[config.mk]
export PLATFORM = sky130hd
export DESIGN_NAME = regfile_wb_arbiter
export DESIGN_NICKNAME = d
export VERILOG_FILES = /design/src/rtl/regfile_pkg.sv /design/src/rtl/rr_arbiter.sv /design/src/rtl/regfile_wb_arbiter.sv
export SDC_FILE = /design/constraint.sdc
export NUM_CORES = 1
export LEC_CHECK = 0
export CAP_MARGIN = 40
export CORE_AREA = 2 2 113 115
export CTS_CLUSTER_DIAMETER = 120
export DETAILED_ROUTE_END_ITERATION = 10
export DIE_AREA = 0 0 115 117
export GPL_ROUTABILITY_DRIVEN = 1
export GPL_TIMING_DRIVEN = 0
export PLACE_DENSITY = 0.77
export SKIP_CTS_REPAIR_TIMING = 1
export SLEW_MARGIN = 20
export SYNTH_ARGS = -nofsm -noshare
export SYNTH_HDL_FRONTEND = slang
export SYNTH_SLANG_ARGS = --single-unit
[constraint.sdc]
create_clock -name clk -period 2.75 [get_ports clk]
set_clock_uncertainty 0.2 [all_clocks]
set_input_delay 0.55 -clock clk [delete_from_list [all_inputs] [get_ports clk]]
set_output_delay 0.55 -clock clk [all_outputs]
set_load 0.02 [all_outputs]
[src/rtl/regfile_pkg.sv]
// ----------------------------------------------------------------------------
// regfile_pkg
// Shared types and helpers for the regfile_2r1w write-back path.
//   RF_DLEN / RF_ALEN / RF_WORDS : register file geometry
//   rf_wreq_t                    : one register write (address + data)
//   rf_fwd()                     : read-port bypass from the write-back stage
// ----------------------------------------------------------------------------
package regfile_pkg;

    localparam int RF_DLEN  = 32;
    localparam int RF_ALEN  = 5;
    localparam int RF_WORDS = 1 << RF_ALEN;

    typedef struct packed {
        logic [RF_ALEN-1:0] addr;
        logic [RF_DLEN-1:0] data;
    } rf_wreq_t;

    // x0 always reads zero. Otherwise the write sitting in WB is newer than
    // the regfile array contents, so it takes priority.
    function automatic logic [RF_DLEN-1:0] rf_fwd(
        input logic [RF_ALEN-1:0] raddr,
        input logic               wb_valid,
        input logic [RF_ALEN-1:0] wb_addr,
        input logic [RF_DLEN-1:0] wb_data,
        input logic [RF_DLEN-1:0] rf_data
    );
        logic [RF_DLEN-1:0] res;
        if (raddr == '0) begin
            res = '0;
        end else if (wb_valid && (wb_addr == raddr)) begin
            res = wb_data;
        end else begin
            res = rf_data;
        end
        return res;
    endfunction

endpackage

[src/rtl/rr_arbiter.sv]
// ----------------------------------------------------------------------------
// rr_arbiter
// Purely combinational round-robin pick: the first set bit of req_i found by
// scanning upward from ptr_i and wrapping modulo N.
//   req_i          : request vector
//   ptr_i          : highest-priority index this cycle (must be < N)
//   grant_onehot_o : one-hot grant, zero when no request
//   grant_idx_o    : binary index of the grant (0 when no request)
//   any_o          : at least one request present
// ----------------------------------------------------------------------------
module rr_arbiter #(
    parameter int N  = 3,
    parameter int IW = (N > 1) ? $clog2(N) : 1
) (
    input  logic [N-1:0]  req_i,
    input  logic [IW-1:0] ptr_i,
    output logic [N-1:0]  grant_onehot_o,
    output logic [IW-1:0] grant_idx_o,
    output logic          any_o
);

    always_comb begin
        int j;
        grant_onehot_o = '0;
        grant_idx_o    = '0;
        any_o          = 1'b0;
        j              = 0;
        for (int k = 0; k < N; k++) begin
            // ptr_i < N and k < N, so one subtraction is enough to wrap.
            j = int'(ptr_i) + k;
            if (j >= N) begin
                j = j - N;
            end
            if (!any_o && req_i[j]) begin
                any_o             = 1'b1;
                grant_idx_o       = IW'(j);
                grant_onehot_o[j] = 1'b1;
            end
        end
    end

endmodule

[src/rtl/regfile_wb_arbiter.sv]
// ----------------------------------------------------------------------------
// regfile_wb_arbiter
// Shares the single write port of regfile_2r1w between NREQ writeback
// requesters using round-robin arbitration, registers the winner in a one-cycle
// write-back (WB) stage, and bypasses the WB value onto both read ports.
//
// Handshake: a requester raises i_req_valid[n] and holds addr/data stable until
// it sees o_req_ready[n] high at a clock edge; that edge is the accept. Ready is
// derived from the valids (never the reverse) and is one-hot or zero.
//
//   clk, rst            : clock, synchronous active-high reset
//   i_req_valid/addr/data : requester n uses bit n / slice [n*ALEN +: ALEN] /
//                           slice [n*DLEN +: DLEN]
//   o_req_ready         : one-hot grant
//   o_rf_wen/waddr/wdata: regfile write port
//   i_raddr_a/b         : read addresses (also go straight to the regfile)
//   i_rf_rdata_a/b      : regfile read data
//   o_rdata_a/b         : read data with WB bypass applied
// ----------------------------------------------------------------------------
module regfile_wb_arbiter
    import regfile_pkg::*;
#(
    parameter int DLEN = RF_DLEN,
    parameter int ALEN = RF_ALEN,
    parameter int NREQ = 3
) (
    input  logic                 clk,
    input  logic                 rst,
    input  logic [NREQ-1:0]      i_req_valid,
    input  logic [NREQ*ALEN-1:0] i_req_addr,
    input  logic [NREQ*DLEN-1:0] i_req_data,
    output logic [NREQ-1:0]      o_req_ready,
    output logic                 o_rf_wen,
    output logic [ALEN-1:0]      o_rf_waddr,
    output logic [DLEN-1:0]      o_rf_wdata,
    input  logic [ALEN-1:0]      i_raddr_a,
    input  logic [ALEN-1:0]      i_raddr_b,
    input  logic [DLEN-1:0]      i_rf_rdata_a,
    input  logic [DLEN-1:0]      i_rf_rdata_b,
    output logic [DLEN-1:0]      o_rdata_a,
    output logic [DLEN-1:0]      o_rdata_b
);

    localparam int IW = (NREQ > 1) ? $clog2(NREQ) : 1;

    logic [IW-1:0]   rr_ptr_q, rr_ptr_d;
    logic            wb_valid_q, wb_valid_d;
    rf_wreq_t        wb_q, wb_d;

    logic [NREQ-1:0] arb_onehot;
    logic [IW-1:0]   arb_idx;
    logic            arb_any;

    rr_arbiter #(
        .N  (NREQ),
        .IW (IW)
    ) u_rr (
        .req_i          (i_req_valid),
        .ptr_i          (rr_ptr_q),
        .grant_onehot_o (arb_onehot),
        .grant_idx_o    (arb_idx),
        .any_o          (arb_any)
    );

    // WB never stalls, so any grant is an accept. During reset nothing is
    // accepted, so ready is held low to keep the handshake honest.
    assign o_req_ready = arb_onehot & {NREQ{~rst}};

    always_comb begin
        rr_ptr_d   = rr_ptr_q;
        wb_valid_d = arb_any;
        wb_d       = wb_q;
        if (arb_any) begin
            rr_ptr_d     = (arb_idx == IW'(NREQ - 1)) ? '0 : arb_idx + 1'b1;
            wb_d.addr    = i_req_addr[int'(arb_idx)*ALEN +: ALEN];
            wb_d.data    = i_req_data[int'(arb_idx)*DLEN +: DLEN];
        end
    end

    always_ff @(posedge clk) begin
        if (rst) begin
            rr_ptr_q   <= '0;
            wb_valid_q <= 1'b0;
            wb_q       <= '0;
        end else begin
            rr_ptr_q   <= rr_ptr_d;
            wb_valid_q <= wb_valid_d;
            wb_q       <= wb_d;
        end
    end

    // x0 writes are accepted but never reach the array. The rst term drops an
    // in-flight write in the very cycle reset is asserted.
    assign o_rf_wen   = wb_valid_q & (wb_q.addr != '0) & ~rst;
    assign o_rf_waddr = wb_q.addr;
    assign o_rf_wdata = wb_q.data;

    assign o_rdata_a = rf_fwd(i_raddr_a, wb_valid_q, wb_q.addr, wb_q.data, i_rf_rdata_a);
    assign o_rdata_b = rf_fwd(i_raddr_b, wb_valid_q, wb_q.addr, wb_q.data, i_rf_rdata_b);

endmodule

==> flow_summary.toml, run 1 <==
[outcome]
status = "finished, violations left"
violations = "setup timing"

[setup_path]
reg2reg_from = "rr_ptr_q[1]"
setup.worst_path.start_class = "register"
cp-startpoint = "rr_ptr_q[1]"
critical_path_buf_inv_count = 2
crit_path_max_incr_delay_ps = 360
crit_slowest_cell = "dfxtp_4"
worstSetupPathType = "register to output pin"
crit_chain = "buf_12 > ha_4 > nor3b_4 > a32oi_1 > o2bb2ai_1 > a22oi_1 > a211oi_1 > buf_2"
critical-path-top-delay-family = "compound AO/OA/AOI/OAI gates"
critPathMaxFanout = 4
worstPathRequired_ps = 2000
crit_arrival_ps = 2080
endpoint_kind = "output pin"

[power_and_ir_drop]
peakVddDrop_v = 0.0004618
total_power_uw = 6077
p_leak_uw = 0.002818
p_per_area_nw_per_um2 = 869.2

[logic_synthesis]
synth_edf_count = 0
synthTopCellsByArea = "mux2i_1, dfxtp_1, a22oi_1, nor2_1, o21ai_1"
synth-main-ff-cell = "dfxtp_1"
postSynth.asyncResetShare_pct = 0
synth_common_cells = "mux2i_1, nor2_1, dfxtp_1, o21ai_1, a22oi_1"
yosysWarnings = 0
postSynthCellCount = 403
yosysTopAreaCellShare_pct = 30.80
synth_nets = 597
ys_types = 47
ys_seq_area_share_pct = 23.47
netlist.top_cell.by_area = "mux2i_1"
synth-seq-cells = 40
syn_avg_cell_area_um2 = 8.467
syn_area_um2 = 3412
yosys.cell_count.top_type = "mux2i_1"

[floorplanning]
die_h_um = 117
start_util_pct = 27.71
fp.dieArea_um2 = 13460
rows = 41
die_w_um = 115
ios = 295
core_um2 = 12310

[global_route]
grt.total_usage_pct = 21.15
grt_pass1_wl_um = 22320
grt_pass1_vias = 4180
grt_max_degree = 12
gr-total-overflow = 0
antenna_found_initial = 0

[worst_hold_path]
min_path_type = "register to register"
holdCritStartpoint = "rr_ptr_q[1]"

[cells_and_area]
drive_above_1_share_pct = 22.76
instances_no_fill = 875
area_growth_pct = 104.9
diodes = 0
fin_nets = 919

[timing]
hold_viol_final = 0
setup_ws_ps = -82.28
rsz0062_at_grt = "yes"
tightest_slew_ps = 648.1
min_period_ps = 2832
fin_setup_tns_ps = -2896
timing.slew.headroom_pct = 56.79
period_share_pct = 103.0
finalSetupViolCount = 62
drv_slew = 0
fmax_mhz = 353.1
hold_slack_ps = 298.6

[flow_run]
cap_viol_max_count = 0

[routing]
first_pass_iters = 4
route.vias.total = 4440
ant_nets = 0
drc = 0
drt_iter0_drc = 195
wl_per_cell_um = 19.17
routed_wirelength_um = 16770
vias_per_cell = 5.074

[place]
place_congestion = 0.8633
dpl_worst_slack_ps = -1280
dp_hpwl_um = 12320
io_buffers = 293
dpl.cell_count = 846

[clock_network]
cts_made_buffers = 5
htree_levels = 2
cts_tree = "built"
cts_sinks = 40
clk_latency_ps = 280
clk_pin_slew_worst_paths_ps = 60
cts_buffer_depth = 2
cts_root_buf = "clkbuf_16"
placed cells by master (no fill, tap or decap), types with 3 or more instances in the layout:
| master | count |
|---|---|
| clkbuf_1 | 5 |
| dfxtp_1 | 34 |
| clkbuf_16 | 11 |
| dfxtp_4 | 4 |
| buf_12 | 11 |
| o21ai_0 | 4 |
| clkbuf_2 | 21 |
| nand2_1 | 6 |
| buf_2 | 41 |
| mux2i_2 | 5 |
| o21ai_1 | 41 |
| mux2i_1 | 96 |
| nor2b_1 | 4 |
| dlymetal6s2s_1 | 10 |
| xor2_1 | 8 |
| a22oi_1 | 38 |
| buf_4 | 31 |
| buf_6 | 11 |
| mux2i_4 | 4 |
| nand2b_1 | 4 |
| nor2_1 | 69 |
| or4_1 | 3 |
| clkdlybuf4s50_1 | 212 |
| a21oi_1 | 3 |
registers in the layout, indices dropped and copies added (netlist names):
signal	flops
o_rf_wdata	32
rr_ptr_q	2
wb_valid_q	1
o_rf_waddr	5
cell families (layout without fill, tap and decap cells):
family / count (synthesis) / count (layout) / share of synthesized area [%]
xor gates and xnor gates: 10 / 10 / 2.567
AOI/OAI and AO/OA: 100 / 100 / 19.58
adders and majority gates: 4 / 4 / 1.467
and+or+nand+nor: 104 / 104 / 14.19
muxes: 106 / 106 / 31.13
DFF: 40 / 40 / 23.47
buffers and inverters: 39 / 361 / 7.591
per-stage QoR:
stage	util (%)	area (µm²)
detailed placement	53.06	6533
finish	56.79	6992
global route	56.79	6992
CTS	54.30	6685
global placement	53.06	6533
floorplan	-	3412
power by group:
group	switching [µW]	internal (µW)	total (µW)
sequential	413	926	1340
combinational	2060	2060	4130
clock	232	381	613
total	2710	3370	6080
area by class of cell:
type | instances | area [µm²]
buffer | 35 | 379.1
timing repair buffer | 315 | 2947
fill | 1135 | 5320
clock buffer | 7 | 152.6
multi-input combinational | 324 | 2492
inverter | 4 | 15.01
tap | 150 | 187.7
sequential | 40 | 818.3
routing by layer:
metal	track usage (%)	vias to the layer above	share of wire, %
li1	-	2116	-
met1	24.41	2082	39
met2	39.76	225	52
met3	5.252	17	8.2
met4	4.096	0	0.95
met5	0	-	0
worst register-to-register path: stages, from the launching register on:
cell and delay (ps):
dfxtp_4 360, buf_12 120, ha_4 260, buf_6 140, dlymetal6s2s_1 180, nand4b_1 280
a211oi_4 330, clkbuf_1 480, a22oi_1 140, o21ai_1 120
path summary, 6_finish.rpt:
check,to,slack [ps],cells past startpoint
setup / recovery,o_req_ready[0],-80,8
hold / removal,rr_ptr_q[1],300,2
setup reg to reg,o_rf_wdata[14],90,9
hold reg to reg,rr_ptr_q[1],300,2
No activity file was read; power rests on OpenSTA's default activity.
==> run 2: changes to the inputs <==
--- a/config.mk
+++ b/config.mk
@@ -12,7 +12,7 @@
 export DIE_AREA = 0 0 115 117
 export GPL_ROUTABILITY_DRIVEN = 1
 export GPL_TIMING_DRIVEN = 0
-export PLACE_DENSITY = 0.77
+export PLACE_DENSITY = 0.72
 export SKIP_CTS_REPAIR_TIMING = 1
 export SLEW_MARGIN = 20
 export SYNTH_ARGS = -nofsm -noshare
==> run 2 against run 1 <==
Compared with the run above:
- the flow still finishes with violations (setup timing)
- critical endpoint is now o_rdata_a[15]
- setup slack worse by 13 ps
- sequential share of layout area fell by 0.052 points
- highest routed layer unchanged
- utilization increased by 0.25 points
- non-clock buffer count unchanged
- clock power about the same
==> flow_summary.toml, run 2 (synthesized netlist as in run 1, its figures left out) <==
[global_route]
grt.total_usage_pct = 21.82
grt_max_degree = 14
grt_pass1_wl_um = 22850
gr-total-overflow = 0
grt_pass1_vias = 4162
antenna_found_initial = 0

[clock_network]
cts_root_buf = "clkbuf_16"
cts_made_buffers = 5
cts_sinks = 40
clk_pin_slew_worst_paths_ps = 60
cts_tree = "built"
cts_buffer_depth = 2
htree_levels = 2
clk_latency_ps = 280

[cells_and_area]
final_common_cell = "clkdlybuf4s50_1"
drive_above_1_share_pct = 23.55
area_growth_pct = 105.8
seq_area_um2 = 818.3
mostFrequentLayoutCells = "clkdlybuf4s50_1, mux2i_1, nor2_1"
largest_reg_flops = 32
diodes = 0
fin_nets = 919
multi_input_area_um2 = 2514
fill_cells = 1127

[floorplanning]
core_um2 = 12310
fp.dieArea_um2 = 13460
start_util_pct = 27.71
ios = 295
die_w_um = 115
rows = 41
die_h_um = 117

[timing]
timing.slew.headroom_pct = 58.94
finalSetupViolCount = 65
setup_ws_ps = -95.76
fmax_mhz = 351.4
drv_slew = 0
hold_viol_final = 0
period_share_pct = 103.5
min_period_ps = 2846
rsz0062_at_grt = "yes"
tightest_slew_ps = 615.2
fin_setup_tns_ps = -2798

[place]
dpl_worst_slack_ps = -1179
io_buffers = 293
dp_hpwl_um = 12810
place_congestion = 0.8159

[worst_hold_path]
worstHoldPathCells = 2
min_path_type = "register to register"

[power_and_ir_drop]
total_power_uw = 6101
p_per_area_nw_per_um2 = 868.7
peakVddDrop_v = 0.0004568
p_leak_uw = 0.002814

[routing]
drt_iter0_drc = 232
route.vias.total = 4433
wl_per_cell_um = 19.26
routed_wirelength_um = 16870
drt-met1-wl_um = 6797
wl_met3_um = 1151
vias_per_cell = 5.061
first_pass_iters = 4
routed.top_layer = "met4"
route.met2.wl_um = 8737
drc = 0
ant_nets = 0

[setup_path]
worstSetupPathType = "primary input to output pin"
worstPathRequired_ps = 2000
setup.worst_path.start_class = "primary input"
reg2reg_depth = 10
critPathMaxFanout = 7
crit_arrival_ps = 2100
endpoint_kind = "output pin"

[outcome]
status = "finished, violations left"
violations = "setup timing"

[flow_run]
cap_viol_max_count = 0
[run 2: cell count changes in the layout (fill, tap and decap cells not counted), sizes merged]
| cell | before | now |
|---|---|---|
| clkinvlp | 0 | 2 |
| clkbuf | 40 | 36 |
| buf | 95 | 99 |
| dlymetal6s2s | 10 | 9 |
[run 2: path summary, 6_finish.rpt]
check,to,startpoint,slack [ps]
max reg2reg,o_rf_wdata[29],rr_ptr_q[0],250
min reg2reg,rr_ptr_q[1],rr_ptr_q[1],310
max,o_rdata_a[15],i_raddr_a[2],-100
min,rr_ptr_q[1],rr_ptr_q[1],310
[run 2: power by group]
group          switching [µW]  internal [µW]
combinational            2030           2100
clock                     252            361
sequential                430            926
total                    2710           3390
[run 2: cell type report]
| class | count | area share (%) |
|---|---|---|
| buffer | 35 | 5.291 |
| clock buffer | 6 | 1.978 |
| clock inverter | 2 | 0.2138 |
| inverter | 4 | 0.2851 |
| multi-input combinational | 324 | 35.79 |
| sequential | 40 | 11.65 |
| tap | 150 | 2.672 |
| timing repair buffer | 315 | 42.12 |
[run 2: per-stage QoR]
step | instances | hold slack (ps) | instance area, µm² | util [%]
detailed placement | 846 | 284.4 | 6533 | 53.06
CTS | 854 | 294.8 | 6686 | 54.31
global placement | 846 | 273.8 | 6533 | 53.06
global route | 876 | 355.8 | 7023 | 57.04
floorplan | 403 | 258.0 | 3412 | -
finish | 876 | 314.6 | 7023 | 57.04
[run 2: metal layers]
layer  track usage (%)  vias up
met5                 0        -
met4             4.498        0
met3             4.634       13
met2             39.53      198
met1             26.73     2112
li1                  -     2110
[run 2: critical path, stage by stage]
cell,delay [ps]
buf_8,100
xor2_2,160
nor4_2,260
and3_1,220
buf_8,180
clkbuf_16,170
mux2i_2,220
nor2_1,70
buf_4,160
==> run 3: changes to the inputs <==
--- a/config.mk
+++ b/config.mk
@@ -5,7 +5,7 @@
 export SDC_FILE = /design/constraint.sdc
 export NUM_CORES = 1
 export LEC_CHECK = 0
-export CAP_MARGIN = 40
+export CAP_MARGIN = 10
 export CORE_AREA = 2 2 113 115
 export CTS_CLUSTER_DIAMETER = 120
 export DETAILED_ROUTE_END_ITERATION = 10
==> results of run 3 <==
The final DEF is identical to that of run 2; final timing and power are the same.
